**src/rtl/vend_pkg.sv**
```systemverilog
`default_nettype none
// ============================================================================
//  Module      : vend_pkg
//  Description : Shared vending definitions. Holds the dispense sequencer
//                state encoding, the change width and maximum valid change,
//                and the coin codes used by the vending core.
//  Revision    : 1.0  initial release
// ============================================================================
package vend_pkg;

    // Change is counted in Rs5 units.
    localparam int                    c_change_w   = 3;
    localparam logic [c_change_w-1:0] c_max_change = 3'd5;
    localparam logic [c_change_w-1:0] c_one_coin   = 3'd1;

    // Coin codes reported by the acceptor to the vending core.
    localparam logic [1:0] c_coin_none = 2'd0;
    localparam logic [1:0] c_coin_rs5  = 2'd1;
    localparam logic [1:0] c_coin_rs10 = 2'd2;
    localparam logic [1:0] c_coin_bad  = 2'd3;

    // Dispense sequencer states.
    typedef enum logic [2:0] {
        ST_IDLE    = 3'd0,
        ST_MOTOR   = 3'd1,
        ST_PAY_REQ = 3'd2,
        ST_PAY_REL = 3'd3,
        ST_DONE    = 3'd4,
        ST_FAULT   = 3'd5
    } state_t;

    // Change amounts above c_max_change cannot be paid out.
    function automatic logic change_valid(input logic [c_change_w-1:0] amount);
        return (amount <= c_max_change);
    endfunction

endpackage
`default_nettype wire

```
**src/rtl/dispense_timer.sv**
```systemverilog
`default_nettype none
// ============================================================================
//  Module      : dispense_timer
//  Description : Loadable down-counter with zero flag. Load has priority
//                over counting; the count holds at zero.
//  Ports       : clock, reset (async, active-low)
//                i_load / i_load_value : load a new count
//                i_enable              : decrement by one while nonzero
//                o_zero                : count is zero
//  Revision    : 1.0  initial release
// ============================================================================
module dispense_timer #(
    parameter int WIDTH = 4
) (
    input  logic             clock,
    input  logic             reset,
    input  logic             i_load,
    input  logic [WIDTH-1:0] i_load_value,
    input  logic             i_enable,
    output logic             o_zero
);

    logic [WIDTH-1:0] r_count;

    always_ff @(posedge clock or negedge reset) begin
        if (!reset) begin
            r_count <= '0;
        end else if (i_load) begin
            r_count <= i_load_value;
        end else if (i_enable && (r_count != '0)) begin
            r_count <= r_count - WIDTH'(1);
        end
    end

    assign o_zero = (r_count == '0);

endmodule
`default_nettype wire

```
**src/rtl/vend_dispense_sequencer.sv**
```systemverilog
`default_nettype none
// ============================================================================
//  Module      : vend_dispense_sequencer
//  Description : Runs the product motor for MOTOR_CYCLES after a vend, then
//                pays owed change one Rs5 coin at a time over a four-phase
//                req/ack handshake with the hopper. The coin slot is held
//                inhibited while a sequence (or fault) is active.
//  Ports       : clock, reset (async, active-low)
//                vend, change[2:0]      : vend pulse and change owed (Rs5)
//                hopper_ack             : hopper coin acknowledge
//                clear_fault            : clears fault and overrun
//                coin_inhibit, motor_on, hopper_req, done, fault, overrun
//  Macro       : DISPENSE_TIMEOUT_EN enables the hopper ack watchdog
//                (ACK_TIMEOUT cycles per handshake edge).
//  Revision    : 1.0  initial release
// ============================================================================
module vend_dispense_sequencer
    import vend_pkg::*;
#(
    parameter int MOTOR_CYCLES = 8,
    parameter int ACK_TIMEOUT  = 16
) (
    input  logic                  clock,
    input  logic                  reset,
    input  logic                  vend,
    input  logic [c_change_w-1:0] change,
    input  logic                  hopper_ack,
    input  logic                  clear_fault,
    output logic                  coin_inhibit,
    output logic                  motor_on,
    output logic                  hopper_req,
    output logic                  done,
    output logic                  fault,
    output logic                  overrun
);

    if (MOTOR_CYCLES < 1) begin : g_bad_motor_cycles
        $error("MOTOR_CYCLES must be at least 1");
    end
    if (ACK_TIMEOUT < 2) begin : g_bad_ack_timeout
        $error("ACK_TIMEOUT must be at least 2");
    end

    // The motor timer is loaded with MOTOR_CYCLES-1 so its zero flag marks
    // the last motor cycle.
    localparam int                   c_motor_w    = (MOTOR_CYCLES > 1) ? $clog2(MOTOR_CYCLES) : 1;
    localparam logic [c_motor_w-1:0] c_motor_load = c_motor_w'(MOTOR_CYCLES - 1);

    state_t                r_state;
    logic [c_change_w-1:0] r_remaining;
    logic                  r_coin_inhibit;
    logic                  r_motor_on;
    logic                  r_hopper_req;
    logic                  r_done;
    logic                  r_fault;
    logic                  r_overrun;

    logic w_motor_load;
    logic w_motor_en;
    logic w_motor_zero;
    logic w_timeout;

    assign w_motor_load = (r_state == ST_IDLE) && vend && change_valid(change);
    assign w_motor_en   = (r_state == ST_MOTOR);

    dispense_timer #(
        .WIDTH (c_motor_w)
    ) u_motor_timer (
        .clock        (clock),
        .reset        (reset),
        .i_load       (w_motor_load),
        .i_load_value (c_motor_load),
        .i_enable     (w_motor_en),
        .o_zero       (w_motor_zero)
    );

`ifdef DISPENSE_TIMEOUT_EN
    // Watchdog restarts on every entry to PAY_REQ/PAY_REL. Loading with
    // ACK_TIMEOUT-1 lets the awaited ack edge be accepted on the last
    // allowed cycle before the timeout is declared.
    localparam int                c_wd_w    = $clog2(ACK_TIMEOUT);
    localparam logic [c_wd_w-1:0] c_wd_load = c_wd_w'(ACK_TIMEOUT - 1);

    logic w_wd_load;
    logic w_wd_en;
    logic w_wd_zero;

    always_comb begin
        w_wd_load = 1'b0;
        case (r_state)
            ST_MOTOR:   w_wd_load = w_motor_zero && (r_remaining != '0);
            ST_PAY_REQ: w_wd_load = hopper_ack;
            ST_PAY_REL: w_wd_load = !hopper_ack && (r_remaining != '0);
            default:    w_wd_load = 1'b0;
        endcase
    end

    assign w_wd_en   = (r_state == ST_PAY_REQ) || (r_state == ST_PAY_REL);
    assign w_timeout = w_wd_zero;

    dispense_timer #(
        .WIDTH (c_wd_w)
    ) u_watchdog (
        .clock        (clock),
        .reset        (reset),
        .i_load       (w_wd_load),
        .i_load_value (c_wd_load),
        .i_enable     (w_wd_en),
        .o_zero       (w_wd_zero)
    );
`else
    // Without the watchdog the hopper is waited on indefinitely.
    assign w_timeout = 1'b0;
`endif

    always_ff @(posedge clock or negedge reset) begin
        if (!reset) begin
            r_state        <= ST_IDLE;
            r_remaining    <= '0;
            r_coin_inhibit <= 1'b0;
            r_motor_on     <= 1'b0;
            r_hopper_req   <= 1'b0;
            r_done         <= 1'b0;
            r_fault        <= 1'b0;
            r_overrun      <= 1'b0;
        end else begin
            r_done <= 1'b0;

            // A vend arriving mid-sequence is only flagged; clear wins.
            if (clear_fault) begin
                r_overrun <= 1'b0;
            end else if (vend && (r_state != ST_IDLE)) begin
                r_overrun <= 1'b1;
            end

            case (r_state)
                ST_IDLE: begin
                    if (vend) begin
                        r_remaining    <= change;
                        r_coin_inhibit <= 1'b1;
                        if (change_valid(change)) begin
                            r_state    <= ST_MOTOR;
                            r_motor_on <= 1'b1;
                        end else begin
                            r_state <= ST_FAULT;
                            r_fault <= 1'b1;
                        end
                    end
                end

                ST_MOTOR: begin
                    if (w_motor_zero) begin
                        r_motor_on <= 1'b0;
                        if (r_remaining != '0) begin
                            r_state      <= ST_PAY_REQ;
                            r_hopper_req <= 1'b1;
                        end else begin
                            r_state <= ST_DONE;
                            r_done  <= 1'b1;
                        end
                    end
                end

                ST_PAY_REQ: begin
                    if (hopper_ack) begin
                        r_state      <= ST_PAY_REL;
                        r_hopper_req <= 1'b0;
                        if (r_remaining != '0) begin
                            r_remaining <= r_remaining - c_one_coin;
                        end
                    end else if (w_timeout) begin
                        r_state      <= ST_FAULT;
                        r_hopper_req <= 1'b0;
                        r_fault      <= 1'b1;
                    end
                end

                ST_PAY_REL: begin
                    if (!hopper_ack) begin
                        if (r_remaining != '0) begin
                            r_state      <= ST_PAY_REQ;
                            r_hopper_req <= 1'b1;
                        end else begin
                            r_state <= ST_DONE;
                            r_done  <= 1'b1;
                        end
                    end else if (w_timeout) begin
                        r_state <= ST_FAULT;
                        r_fault <= 1'b1;
                    end
                end

                ST_DONE: begin
                    r_state        <= ST_IDLE;
                    r_coin_inhibit <= 1'b0;
                end

                ST_FAULT: begin
                    if (clear_fault) begin
                        r_state        <= ST_IDLE;
                        r_remaining    <= '0;
                        r_coin_inhibit <= 1'b0;
                        r_fault        <= 1'b0;
                    end
                end

                default: begin
                    r_state        <= ST_IDLE;
                    r_remaining    <= '0;
                    r_coin_inhibit <= 1'b0;
                    r_motor_on     <= 1'b0;
                    r_hopper_req   <= 1'b0;
                    r_fault        <= 1'b0;
                end
            endcase
        end
    end

    assign coin_inhibit = r_coin_inhibit;
    assign motor_on     = r_motor_on;
    assign hopper_req   = r_hopper_req;
    assign done         = r_done;
    assign fault        = r_fault;
    assign overrun      = r_overrun;

endmodule
`default_nettype wire

```
**config.mk**
```make
export PLATFORM = sky130hd
export DESIGN_NAME = vend_dispense_sequencer
export DESIGN_NICKNAME = d
export VERILOG_FILES = /design/src/rtl/vend_pkg.sv /design/src/rtl/dispense_timer.sv /design/src/rtl/vend_dispense_sequencer.sv
export SDC_FILE = /design/constraint.sdc
export NUM_CORES = 1
export LEC_CHECK = 0
export BUFFER_PORTS_ARGS = -buffer_cell sky130_fd_sc_hd__buf_2
export CAP_MARGIN = 10
export CORE_MARGIN = 2
export CORE_UTILIZATION = 45
export CTS_CLUSTER_DIAMETER = 50
export DETAILED_ROUTE_END_ITERATION = 10
export HOLD_SLACK_MARGIN = 0.02
export PLACE_DENSITY_LB_ADDON = 0.3
export SETUP_SLACK_MARGIN = 0.02
export SYNTH_ARGS = -nofsm -noshare
export SYNTH_HDL_FRONTEND = slang
export SYNTH_HIERARCHICAL = 1
export SYNTH_SLANG_ARGS = --single-unit
```
**constraint.sdc**
```tcl
create_clock -name clock -period 4.7 [get_ports clock]
set_input_delay 0.705 -clock clock [delete_from_list [all_inputs] [get_ports clock]]
set_output_delay 0.705 -clock clock [all_outputs]
set_load 0.01 [all_outputs]
```
# Word level (Yosys, flattened, before mapping)
# Index checks and enable logic that the tools add are counted.
# op_classes
mul	0
eq_ne	13
magnitude_cmp	1
bitwise	5
reduce_logical	22
div	0
add_sub_neg	2
mux	35
shift	0
# op_table
op	count
$mux 3	12
$mux 1	16
$pmux 3 s5	1
$ne 2x2->1 const B	7
$pmux 3 s4	1
$reduce_and 4->1	3
$reduce_and 5->1	2
$pmux 1 s3	3
$reduce_bool 3->1	3
$reduce_or 3->1	3
$reduce_or 4->1	2
$eq 3x2->1 const B	2
$eq 3x3->1 const B	2
$logic_not 3->1	2
$sub 3x1->3 const B	2
$not 1->1	5
$logic_and 1x1->1	4
$pmux 1 s4	1
$reduce_bool 2->1	2
$eq 3x1->1 const B	1
$le 3x3->1 const B	1
$reduce_and 3->1	1
$ne 2x1->1 const B	1
$pmux 1 s2	1
# totals
word_cells	87
reg_bits	15
mem_bits_ro	0
in_bits	8
out_inout_bits	6
memories	0
latchBits	0
mem_bits_rw	0

# Longest topological paths before layout
# Gate-level depths: netlist of run 1.
# depth
word_depth	4
ltp_mapped	7
depth_no_buf	7

# By module
# The synthesis of run 1 kept the hierarchy.
# modules_own_cells
mod	cells_each	n_inst	area_per_inst_um2
vend_dispense_sequencer	90	1	798.3
dispense_timer	19	1	207.7

# Least setup slack after synthesis of run 1
# OpenSTA, ideal clock, no wires.
# synth_path
kind	input to register
start	in change[1]
end	reg u_motor_timer.r_count[0]
setup_slack_ns	2.785
cell_stages	5
t_arrival_ns	1.789
required_time_ns	4.574
n_path_buf	1
path_cell_list	nand2_1 -> nor4b_1 -> buf_6 -> and2b_4 -> a221o_1
# synth_via
elab_chain_len	3
# synth_rtl
element	line	source
from (decl)	vend_dispense_sequencer.sv:26	input logic [c_change_w-1:0] change,
$le 3x3->1 *	vend_pkg.sv:34	return (amount <= c_max_change);
$logic_and 1x1->1 *	vend_dispense_sequencer.sv:63	assign w_motor_load = (r_state == ST_IDLE) && vend && change_valid(change);
via w_motor_load	vend_dispense_sequencer.sv:58	logic w_motor_load;
$mux 3 or $reduce_bool 2->1 (tied branches)	n/a	
to (signal assigned)	dispense_timer.sv:29	r_count <= i_load_value;
to (signal assigned)	dispense_timer.sv:31	r_count <= r_count - WIDTH'(1);
to (decl)	dispense_timer.sv:23	logic [WIDTH-1:0] r_count;
# The timed path passes the listed nets; every way through them passes the cells marked *.
# A chain may end at the register's enable or synchronous reset.

# Worst setup path after layout of run 1
# layout_path
start	reg u_motor_timer.r_count[0]
end	reg r_motor_on, in the netlist motor_on
# layout_via
elab_chain_len	3
# layout_rtl
element	line	source
$logic_not 3->1	dispense_timer.sv:35	assign o_zero = (r_count == '0);
via w_motor_zero	vend_dispense_sequencer.sv:60	logic w_motor_zero;
$ne 2x2->1 (no line)	n/a	
$reduce_and 4->1 (no line)	n/a	
to (signal assigned)	vend_dispense_sequencer.sv:121	r_motor_on <= 1'b0;
to (signal assigned)	vend_dispense_sequencer.sv:143	r_motor_on <= 1'b1;
to (signal assigned)	vend_dispense_sequencer.sv:153	r_motor_on <= 1'b0;
to (decl)	vend_dispense_sequencer.sv:52	logic r_motor_on;
# The timed path passes the listed nets, and every way through them passes these cells.

==> results.json, run 1 <==
{
  "ys.warnings.count": 6,
  "synth_cell_types": 35,
  "end_kind": "flop",
  "cp-startpoint": "u_motor_timer/r_count[0]",
  "hpwlAfterDp_um": 1369,
  "p_clk_share_pct": 10.6,
  "yosys.area.top_type_share_pct": 37.31,
  "start_kind": "flop",
  "synth_area_leader_cell": "dfrtp_1",
  "leakagePower_nw": 0.4927,
  "r2r_setup_slack_ns": 2.69,
  "start_util_pct": 46.37,
  "yosys.area_share.adder_pct": 4.975,
  "setup_viol": 0,
  "max_slew_margin_pct": 46.26,
  "synth_compound_area_share_pct": 20.52,
  "fin_setup_tns_ns": 0,
  "dp_cells": 145,
  "fmax_ghz": 0.4987,
  "hold_path.class": "in -> async",
  "met2_length_um": 811,
  "p_sw_uw": 290.4,
  "syn_area_per_cell_um2": 9.229,
  "utilization_pct": 50.40,
  "io_pins": 14,
  "post_cts_buffers": 0,
  "drcViolationCount": 0,
  "rsz0062_at_grt": "false",
  "cts_buffers": 3,
  "synth_edf_count": 0,
  "firstDrtPassIters": 4,
  "ys.flop_type": "dfrtp_1",
  "r2r_cells": 7,
  "root_buffer": "clkbuf_4",
  "worst_ep_arrival_time_ns": 2.19,
  "gp_congestion": 0.8314,
  "dr_wl_met3_um": 97,
  "p_comb_share_pct": 49.6,
  "final_nets": 134,
  "slowest_delay_ns": 0.49,
  "route.top_layer_used": "met4",
  "final_common_cell": "dfrtp_1",
  "core_area_um2": 2170,
  "cts.path.max_buffers": 2,
  "cts_hold_buf": 0,
  "ys_ff_latch": 15,
  "synthMuxAreaShare_pct": 5.348,
  "yosys.area_share.simple_pct": 22.64,
  "cp-endpoint": "motor_on",
  "final_cell_mix": "15 x dfrtp_1, 13 x buf_2, 11 x nor2_1, 9 x inv_1, 8 x a21oi_1",
  "cpMostUsedCell": "ha_1",
  "grt_pass1_vias": 787,
  "seqPwrFrac_pct": 39.8,
  "cts_resized": 0,
  "fin_skew_ns": 0.002644,
  "grt_use_total_pct": 17.97,
  "grt-ovfl-total": 0,
  "synth_xor_area_share_pct": 0,
  "drv_cap": 0,
  "antenna_found_initial": 0,
  "clk_latency_ns": 0.29,
  "vias": 818,
  "outcome": "finished clean",
  "place_ws_ns": 2.664,
  "syn-cell-area_um2": 1006,
  "internal_power_uw": 392.8,
  "synth_top_family_by_area": "simple AND/OR/NAND/NOR gates",
  "critPathSlowestCell": "or4_1",
  "io_buffers": 13,
  "rows": 17,
  "crit_path_cell_trace": "inv_1 > ha_1 > ha_1 > nor2b_1 > o21bai_1 > or4_1 > a31o_1",
  "numClockSinks": 15,
  "die_y_um": 51.28,
  "tightest_slew_ns": 0.8062,
  "die_width_um": 51.28,
  "hold_viol": 0,
  "peakVddDrop_mv": 0.3371,
  "r2r_end": "motor_on",
  "antenna_left": 0,
  "timing.final.crit_share_pct": 42.66,
  "cp_max_fo": 9,
  "ys_top_cells_by_area": "dfrtp_1 37%, ha_1 5.0%, nor2b_1 4.4%",
  "drt-initial-drc-count": 14,
  "die-area_um2": 2630,
  "p_per_area_nw_per_um2": 624.8,
  "crit_required_ns": 4.88,
  "m1WireLength_um": 1028,
  "fin_crit_ns": 2.005,
  "drive_gt1_share_pct": 16.53,
  "fin_cells": 149,
  "viasPerCell": 5.490,
  "clk_pin_slew_ns": 0.09,
  "area_growth_pct": 8.707,
  "synth_async_sr_flop_share_pct": 100.0,
  "grt_pass1_wl_um": 3546,
  "htreeDepth": 1,
  "ys_seq_area_share_pct": 37.31,
  "switching_share_pct": 42.50,
  "grt_max_degree": 28,
  "syn_inst": 109,
  "cts_tree": "yes",
  "setup_slack_ns": 2.695,
  "antenna_cells": 0,
  "drt_wl_total_um": 1948,
  "worstReg2RegStart": "u_motor_timer/r_count[0]",
  "maxSlewViolCount": 0,
  "worstSetupPathType": "reg -> reg",
  "wire_per_inst_um": 13.07
}
kinds of logic (layout without fill, tap and decap cells):
family / count (synthesis) / in the layout
AO/OA/AOI/OAI: 27 / 27
multiplexers: 5 / 5
other: 1 / 3
buffers and inverters: 17 / 27
AND/OR/NAND/NOR: 40 / 40
adder cells (fa/ha/maj): 4 / 4
flip-flops: 15 / 15
worst max-delay path: cells and delay by family (launching register included):
family                   cells  cell delay [ns]
AND/OR/NAND/NOR              2             0.59
adder cells (fa/ha/maj)      2             0.45
flip-flops                   1             0.40
AO/OA/AOI/OAI                2             0.40
buffers and inverters        1             0.07
cells in the mapped netlist (2+ instances only):
master,number
a2111oi_0,3
a21oi_1,8
a221o_1,3
buf_2,2
buf_4,4
dfrtp_1,15
ha_1,4
inv_1,9
mux2_1,3
mux2i_1,2
nand2_1,4
nand2b_1,5
nor2_1,11
nor2b_1,7
nor3_1,3
nor4b_1,4
o21ai_0,2
o2bb2ai_1,2
o311ai_1,2
power groups by stage:
stage	combinational (mW)	clock, mW	sequential, mW
floorplan	0.327	0	0.220
global placement	0.329	0	0.270
detailed placement	0.341	0	0.274
CTS	0.342	0.0765	0.272
global route	0.390	0.0809	0.284
finish	0.339	0.0727	0.272
area by class of cell:
| cell class | count | area [µm²] |
|---|---|---|
| Fill cell | 224 | 1076 |
| Multi-Input combinational cell | 79 | 549.3 |
| Sequential cell | 15 | 375.4 |
| Timing Repair Buffer | 14 | 72.57 |
| Tap cell | 28 | 35.03 |
| Inverter | 9 | 33.78 |
| Clock buffer | 3 | 22.52 |
| Clock inverter | 1 | 5.005 |
metrics by stage:
step	hold WS, ns	total power [mW]	instance area, µm²
global placement	0.4710	0.5987	1066
floorplan	0.4094	0.5476	1013
global route	0.3323	0.7548	1094
detailed placement	0.4853	0.6146	1066
CTS	0.3101	0.6910	1094
finish	0.3065	0.6832	1094
flip-flops by register name, indices dropped and copies added, names as in the netlist:
| register | cells |
|---|---|
| coin_inhibit | 1 |
| done | 1 |
| fault | 1 |
| hopper_req | 1 |
| motor_on | 1 |
| overrun | 1 |
| r_remaining | 3 |
| r_state | 3 |
| u_motor_timer/r_count | 3 |
per-layer routing:
metal	up-vias	GRT usage (%)
met5	-	0
met4	0	5.263
met3	2	5.556
met2	15	26.41
met1	385	25.37
li1	416	-
worst min path at each step:
stage | startpoint | to | slack (ns) | cells after the start
finish | reset | r_remaining[0] | 0.31 | 1
global route | reset | r_remaining[0] | 0.33 | 1
CTS | reset | r_remaining[0] | 0.31 | 1
detailed placement | hopper_req | hopper_req | 0.49 | 1
global placement | hopper_req | hopper_req | 0.47 | 1
floorplan | reset | coin_inhibit | 0.41 | 0
Note: power is estimated with default switching activity, not from simulation.
==> run 2: changes to the inputs <==
==> constraint.sdc (replaced) <==
create_clock -name clock -period 1.78 [get_ports clock]
set_input_delay 0.267 -clock clock [delete_from_list [all_inputs] [get_ports clock]]
set_output_delay 0.267 -clock clock [all_outputs]
set_load 0.01 [all_outputs]
==> run 2 against run 1 <==
Clock skew fell by 0.0016 ns. Critical path depth is the same. Clock-buffer cell count is the same. Highest routed layer unchanged. Sequential power grew 120%.
==> results.json, run 2 (synthesis results as in run 1) <==
{
  "outcome": "finished clean",
  "core_area_um2": 2170,
  "root_buffer": "clkbuf_4",
  "cpMostUsedCell": "ha_4",
  "setup_viol": 0,
  "vias": 880,
  "cp_max_fo": 2,
  "holdPathEnd": "overrun",
  "grt_pass1_wl_um": 3581,
  "slowest_delay_ns": 0.51,
  "p_per_area_nw_per_um2": 1772,
  "antenna_cells": 0,
  "wire_per_inst_um": 14.22,
  "gp_congestion": 0.8595,
  "leakagePower_nw": 0.5619,
  "peakVddDrop_mv": 0.9525,
  "crit_required_ns": 1.96,
  "io_pins": 14,
  "worst_ep_arrival_time_ns": 1.92,
  "top_regs": "r_remaining (3), r_state (3), u_motor_timer/r_count (3)",
  "antenna_found_initial": 0,
  "fin_crit_ns": 1.731,
  "grt_pass1_vias": 798,
  "drv_cap": 0,
  "drive_gt1_share_pct": 31.82,
  "setup_slack_ns": 0.04924,
  "worstSetupPathType": "reg -> reg",
  "die-area_um2": 2630,
  "hold_depth": 2,
  "start_util_pct": 46.37,
  "fmax_ghz": 0.5778,
  "rows": 17,
  "area_growth_pct": 24.75,
  "start_kind": "flop",
  "numClockSinks": 15,
  "cts_tree": "yes",
  "drt-initial-drc-count": 28,
  "antenna_left": 0,
  "grt-ovfl-total": 0,
  "final_cell_mix": "15 x dfrtp_1, 13 x buf_2, 11 x nor2_1, 10 x buf_4",
  "cp_top_family": "simple AND/OR/NAND/NOR gates",
  "drt_wl_total_um": 2275,
  "timing.final.crit_share_pct": 97.23,
  "hold-worst-slack_ns": 0.1668,
  "fin_skew_ns": 0.001091,
  "holdCritStartpoint": "clear_fault",
  "io_buffers": 13,
  "r2r_setup_slack_ns": 0.05,
  "final_common_cell": "dfrtp_1",
  "die_width_um": 51.28,
  "drcViolationCount": 0,
  "cts_buffers": 3,
  "clk_latency_ns": 0.28,
  "grt_use_total_pct": 18.45,
  "r2r_end": "motor_on",
  "maxSlewViolCount": 0,
  "rsz0062_at_grt": "true",
  "die_y_um": 51.28,
  "htreeDepth": 1,
  "place_ws_ns": 0.03199,
  "grt_max_degree": 20,
  "hpwlAfterDp_um": 1528,
  "hold_viol": 0,
  "r2r_cells": 7,
  "critPathSlowestCell": "or4_1",
  "viasPerCell": 5.500,
  "firstDrtPassIters": 4,
  "hold_path.class": "in -> reg",
  "clk_pin_slew_ns": 0.10,
  "end_kind": "flop",
  "timing.critical_path.buf_inv": 1,
  "final_nets": 145,
  "cts.path.max_buffers": 2,
  "worstReg2RegStart": "u_motor_timer/r_count[1]",
  "crit_path_cell_trace": "inv_2 > ha_4 > ha_4 > nor2b_2 > o21bai_4 > or4_1 > a31o_1"
}
## run 2: changes by cell type in the layout (fill, tap and decap cells not counted), moves of 2 or more
cell    change
buf_4       +9
ha_1        -4
ha_2        +2
ha_4        +2
inv_1       -2
inv_2       +2
mux2_1      -2
mux2_4      +2
## run 2: timing repair
| action | CTS | global route |
|---|---|---|
| resized for setup | 0 | 15 |
| buffers inserted | 1 | 3 |
| pin swaps | 0 | 5 |
| endpoints found under the setup margin | 1 | 4 |
| cloned | 0 | 0 |
| hold buffers | 1 | 0 |
| endpoints found under the hold margin | 15 | 0 |
## run 2: worst max-delay path by stage
| stage | startpoint | end | slack, ns | depth (start not counted) |
|---|---|---|---|---|
| 2_1_floorplan | u_motor_timer/r_count[0] | motor_on | 0.04 | 7 |
| 3_3_place_gp | u_motor_timer/r_count[0] | motor_on | 0.07 | 7 |
| 3_5_place_dp | u_motor_timer/r_count[0] | motor_on | 0.03 | 7 |
| 4_1_cts | r_remaining[0] | r_remaining[1] | 0.02 | 7 |
| 5_1_grt | r_remaining[0] | r_remaining[2] | -0.03 | 7 |
| 6_report | u_motor_timer/r_count[1] | motor_on | 0.05 | 7 |
## run 2: per-layer routing
| metal | global-route usage [%] | up-vias | wire length [µm] |
|---|---|---|---|
| met2 | 29.87 | 17 | 1083 |
| met3 | 3.509 | 4 | 74 |
| met4 | 6.579 | 0 | 31 |
| met5 | 0 | - | 0 |
| met1 | 24.58 | 422 | 1085 |
| li1 | - | 437 | - |
## run 2: final cells by class
class                      instances  area (µm²)
clock buffer                       3       22.52
tap                               28       35.03
clock inverter                     1       5.005
inverter                           9       33.78
timing repair buffer              25       161.4
fill                             201       914.6
multi-input combinational         79       621.8
sequential                        15       375.4
## run 2: metrics by stage
step / util [%] / instance area (µm²) / std cells / setup TNS [ns] / power (mW)
after floorplan: - / 1032 / 111 / 0 / 1.487
after global placement: 52.08 / 1130 / 151 / 0 / 1.706
final: 57.84 / 1255 / 160 / 0 / 2.224
after global routing: 57.84 / 1255 / 160 / -0.08711 / 2.400
after CTS: 54.15 / 1175 / 157 / 0 / 1.974
after detailed placement: 52.08 / 1130 / 151 / 0 / 1.748
## run 2: power breakdown
part,switching [mW],internal [mW],leakage (nW)
registers,0.115,0.488,0.187
clock network,0.123,0.0834,0.0177
logic,0.686,0.728,0.357
==> run 3: changes to the inputs <==
--- a/config.mk
+++ b/config.mk
@@ -12,7 +12,7 @@
 export CTS_CLUSTER_DIAMETER = 50
 export DETAILED_ROUTE_END_ITERATION = 10
 export HOLD_SLACK_MARGIN = 0.02
-export PLACE_DENSITY_LB_ADDON = 0.3
+export PLACE_DENSITY = 0.73
 export SETUP_SLACK_MARGIN = 0.02
 export SYNTH_ARGS = -nofsm -noshare
 export SYNTH_HDL_FRONTEND = slang
==> run 3 against run 2 <==
Clock-buffer cell count increased by 1. Flip-flop and latch count unchanged. Non-clock buffer count decreased by 3. Design area decreased by 3.6%. Core utilization decreased by 2.1 points. Global-route usage increased by 0.17 points. Via count decreased by 0.68%. Register-to-register slack improved by 0.03 ns. Worst hold slack improved by 0.026 ns. Critical path type unchanged. Largest cell class unchanged. Largest power group unchanged.
==> results.json, run 3 (synthesis results as in run 1) <==
{
  "drv_cap": 0,
  "outcome": "finished clean",
  "cts_buffers": 3,
  "fmax_ghz": 0.5889,
  "hold-worst-slack_ns": 0.1926,
  "antenna_cells": 0,
  "area_growth_pct": 20.27,
  "grt-ovfl-total": 0,
  "crit_required_ns": 1.96,
  "r2r_setup_slack_ns": 0.08,
  "peakVddDrop_mv": 0.9746,
  "rows": 17,
  "hpwlAfterDp_um": 1527,
  "start_util_pct": 46.37,
  "viasPerCell": 5.567,
  "worstReg2RegStart": "u_motor_timer/r_count[0]",
  "grt_use_total_pct": 18.63,
  "leakagePower_nw": 0.5436,
  "seqPwrFrac_pct": 28.5,
  "hold_path.class": "in -> reg",
  "drcViolationCount": 0,
  "end_kind": "flop",
  "cp_max_fo": 2,
  "final_common_cell": "dfrtp_1",
  "postPlaceCellArea_um2": 1122,
  "drt_wl_total_um": 2227,
  "grt_pass1_wl_um": 3677,
  "final-seq-area_um2": 375.4,
  "die-area_um2": 2630,
  "gp_congestion": 0.7933,
  "rsz0062_at_grt": "true",
  "switching_share_pct": 41.40,
  "start_kind": "flop",
  "io_buffers": 13,
  "core_area_um2": 2170,
  "timing.final.crit_share_pct": 95.40,
  "firstDrtPassIters": 4,
  "fin_setup_tns_ns": 0,
  "final_nets": 142,
  "fin_crit_ns": 1.698,
  "drive_gt1_share_pct": 28.68,
  "die_y_um": 51.28,
  "final_cell_mix": "15 x dfrtp_1, 13 x buf_2, 11 x nor2_1, 8 x inv_1, 8 x buf_4",
  "p_sw_uw": 875.7,
  "grt_pass1_vias": 788,
  "r2r_cells": 7,
  "cp-endpoint": "motor_on",
  "cp-startpoint": "u_motor_timer/r_count[0]",
  "root_buffer": "clkbuf_4",
  "clk_latency_ns": 0.28,
  "fin_area_um2": 1210,
  "fin_skew_ns": 0.007201,
  "die_width_um": 51.28,
  "worstSetupPathType": "reg -> reg",
  "p_comb_share_pct": 62.1,
  "cts.path.max_buffers": 2,
  "numClockSinks": 15,
  "worst_ep_arrival_time_ns": 1.88,
  "wire_per_inst_um": 14.18,
  "antenna_found_initial": 0,
  "r2r_end": "motor_on",
  "setup_viol": 0,
  "vias": 874,
  "internal_power_mw": 1.239,
  "drt-initial-drc-count": 31,
  "grt_max_degree": 20,
  "io_pins": 14,
  "clk_pin_slew_ns": 0.10,
  "p_clk_share_pct": 9.5,
  "htreeDepth": 1,
  "antenna_left": 0,
  "p_per_area_nw_per_um2": 1748,
  "maxSlewViolCount": 0,
  "cts_tree": "yes",
  "nFillCells": 191,
  "top_regs": "r_remaining (3), r_state (3), u_motor_timer/r_count (3)",
  "multiInputGateArea_um2": 604.3,
  "hold_viol": 0
}
-- run 3: cell types whose count changed in the layout (fill, tap and decap cells not counted), sizes merged --
cell	previous run	this run
buf	24	21
clkbuf	3	4
clkinv	1	0
-- run 3: power by group through the flow --
stage / combinational, mW / clock (mW) / sequential [mW]
2_1_floorplan: 0.905 / 0 / 0.582
3_3_place_gp: 1.09 / 0 / 0.593
3_5_place_dp: 1.14 / 0 / 0.602
4_1_cts: 1.16 / 0.203 / 0.594
5_1_grt: 1.46 / 0.220 / 0.619
6_report: 1.31 / 0.200 / 0.603
-- run 3: per-layer routing --
layer	vias to the layer above	wire length, µm	GRT usage, %
li1	426	-	-
met1	416	1105	27.12
met2	28	985	27.92
met3	4	105	2.924
met4	0	31	6.579
met5	-	0	0
-- run 3: area by class of cell --
| type | count | share of cell area, % |
|---|---|---|
| inverters | 9 | 2.792 |
| well taps | 28 | 2.896 |
| repair buffers | 22 | 11.17 |
| multi-input cells | 79 | 49.95 |
| clock buffers | 4 | 2.172 |
| flip-flops and latches | 15 | 31.02 |
-- run 3: critical path: stages (launching register included) --
cell      delay, ns
dfrtp_1        0.39
inv_1          0.07
ha_2           0.18
ha_4           0.12
nor2b_1        0.05
o21bai_2       0.19
or4_1          0.40
a31o_1         0.19
-- run 3: per-stage QoR --
step | power [mW] | std cells | utilization (%) | worst slack, ns
floorplan | 1.487 | 111 | - | 0.04087
global placement | 1.685 | 150 | 51.73 | 0.06593
detailed placement | 1.739 | 150 | 51.73 | 0.01362
CTS | 1.961 | 156 | 53.86 | 0.02026
global route | 2.300 | 157 | 55.77 | 0.006277
finish | 2.115 | 157 | 55.77 | 0.08195
-- run 3: how the worst min path moves through the flow --
stage | end | startpoint | slack [ns] | cells after the start
CTS | overrun | clear_fault | 0.19 | 2
global placement | coin_inhibit | reset | 0.20 | 1
floorplan | coin_inhibit | reset | -0.03 | 0
finish | overrun | clear_fault | 0.19 | 2
detailed placement | overrun | reset | 0.20 | 1
global route | overrun | clear_fault | 0.20 | 2
-- run 3: repair_timing --
| item | 4_1_cts | 5_1_grt |
|---|---|---|
| resized for setup | 1 | 9 |
| buffers inserted | 1 | 1 |
| setup endpoints to repair | 2 | 4 |
| hold endpoints to repair | 15 | 0 |
| pin swaps | 1 | 5 |
| hold buffers | 1 | 0 |
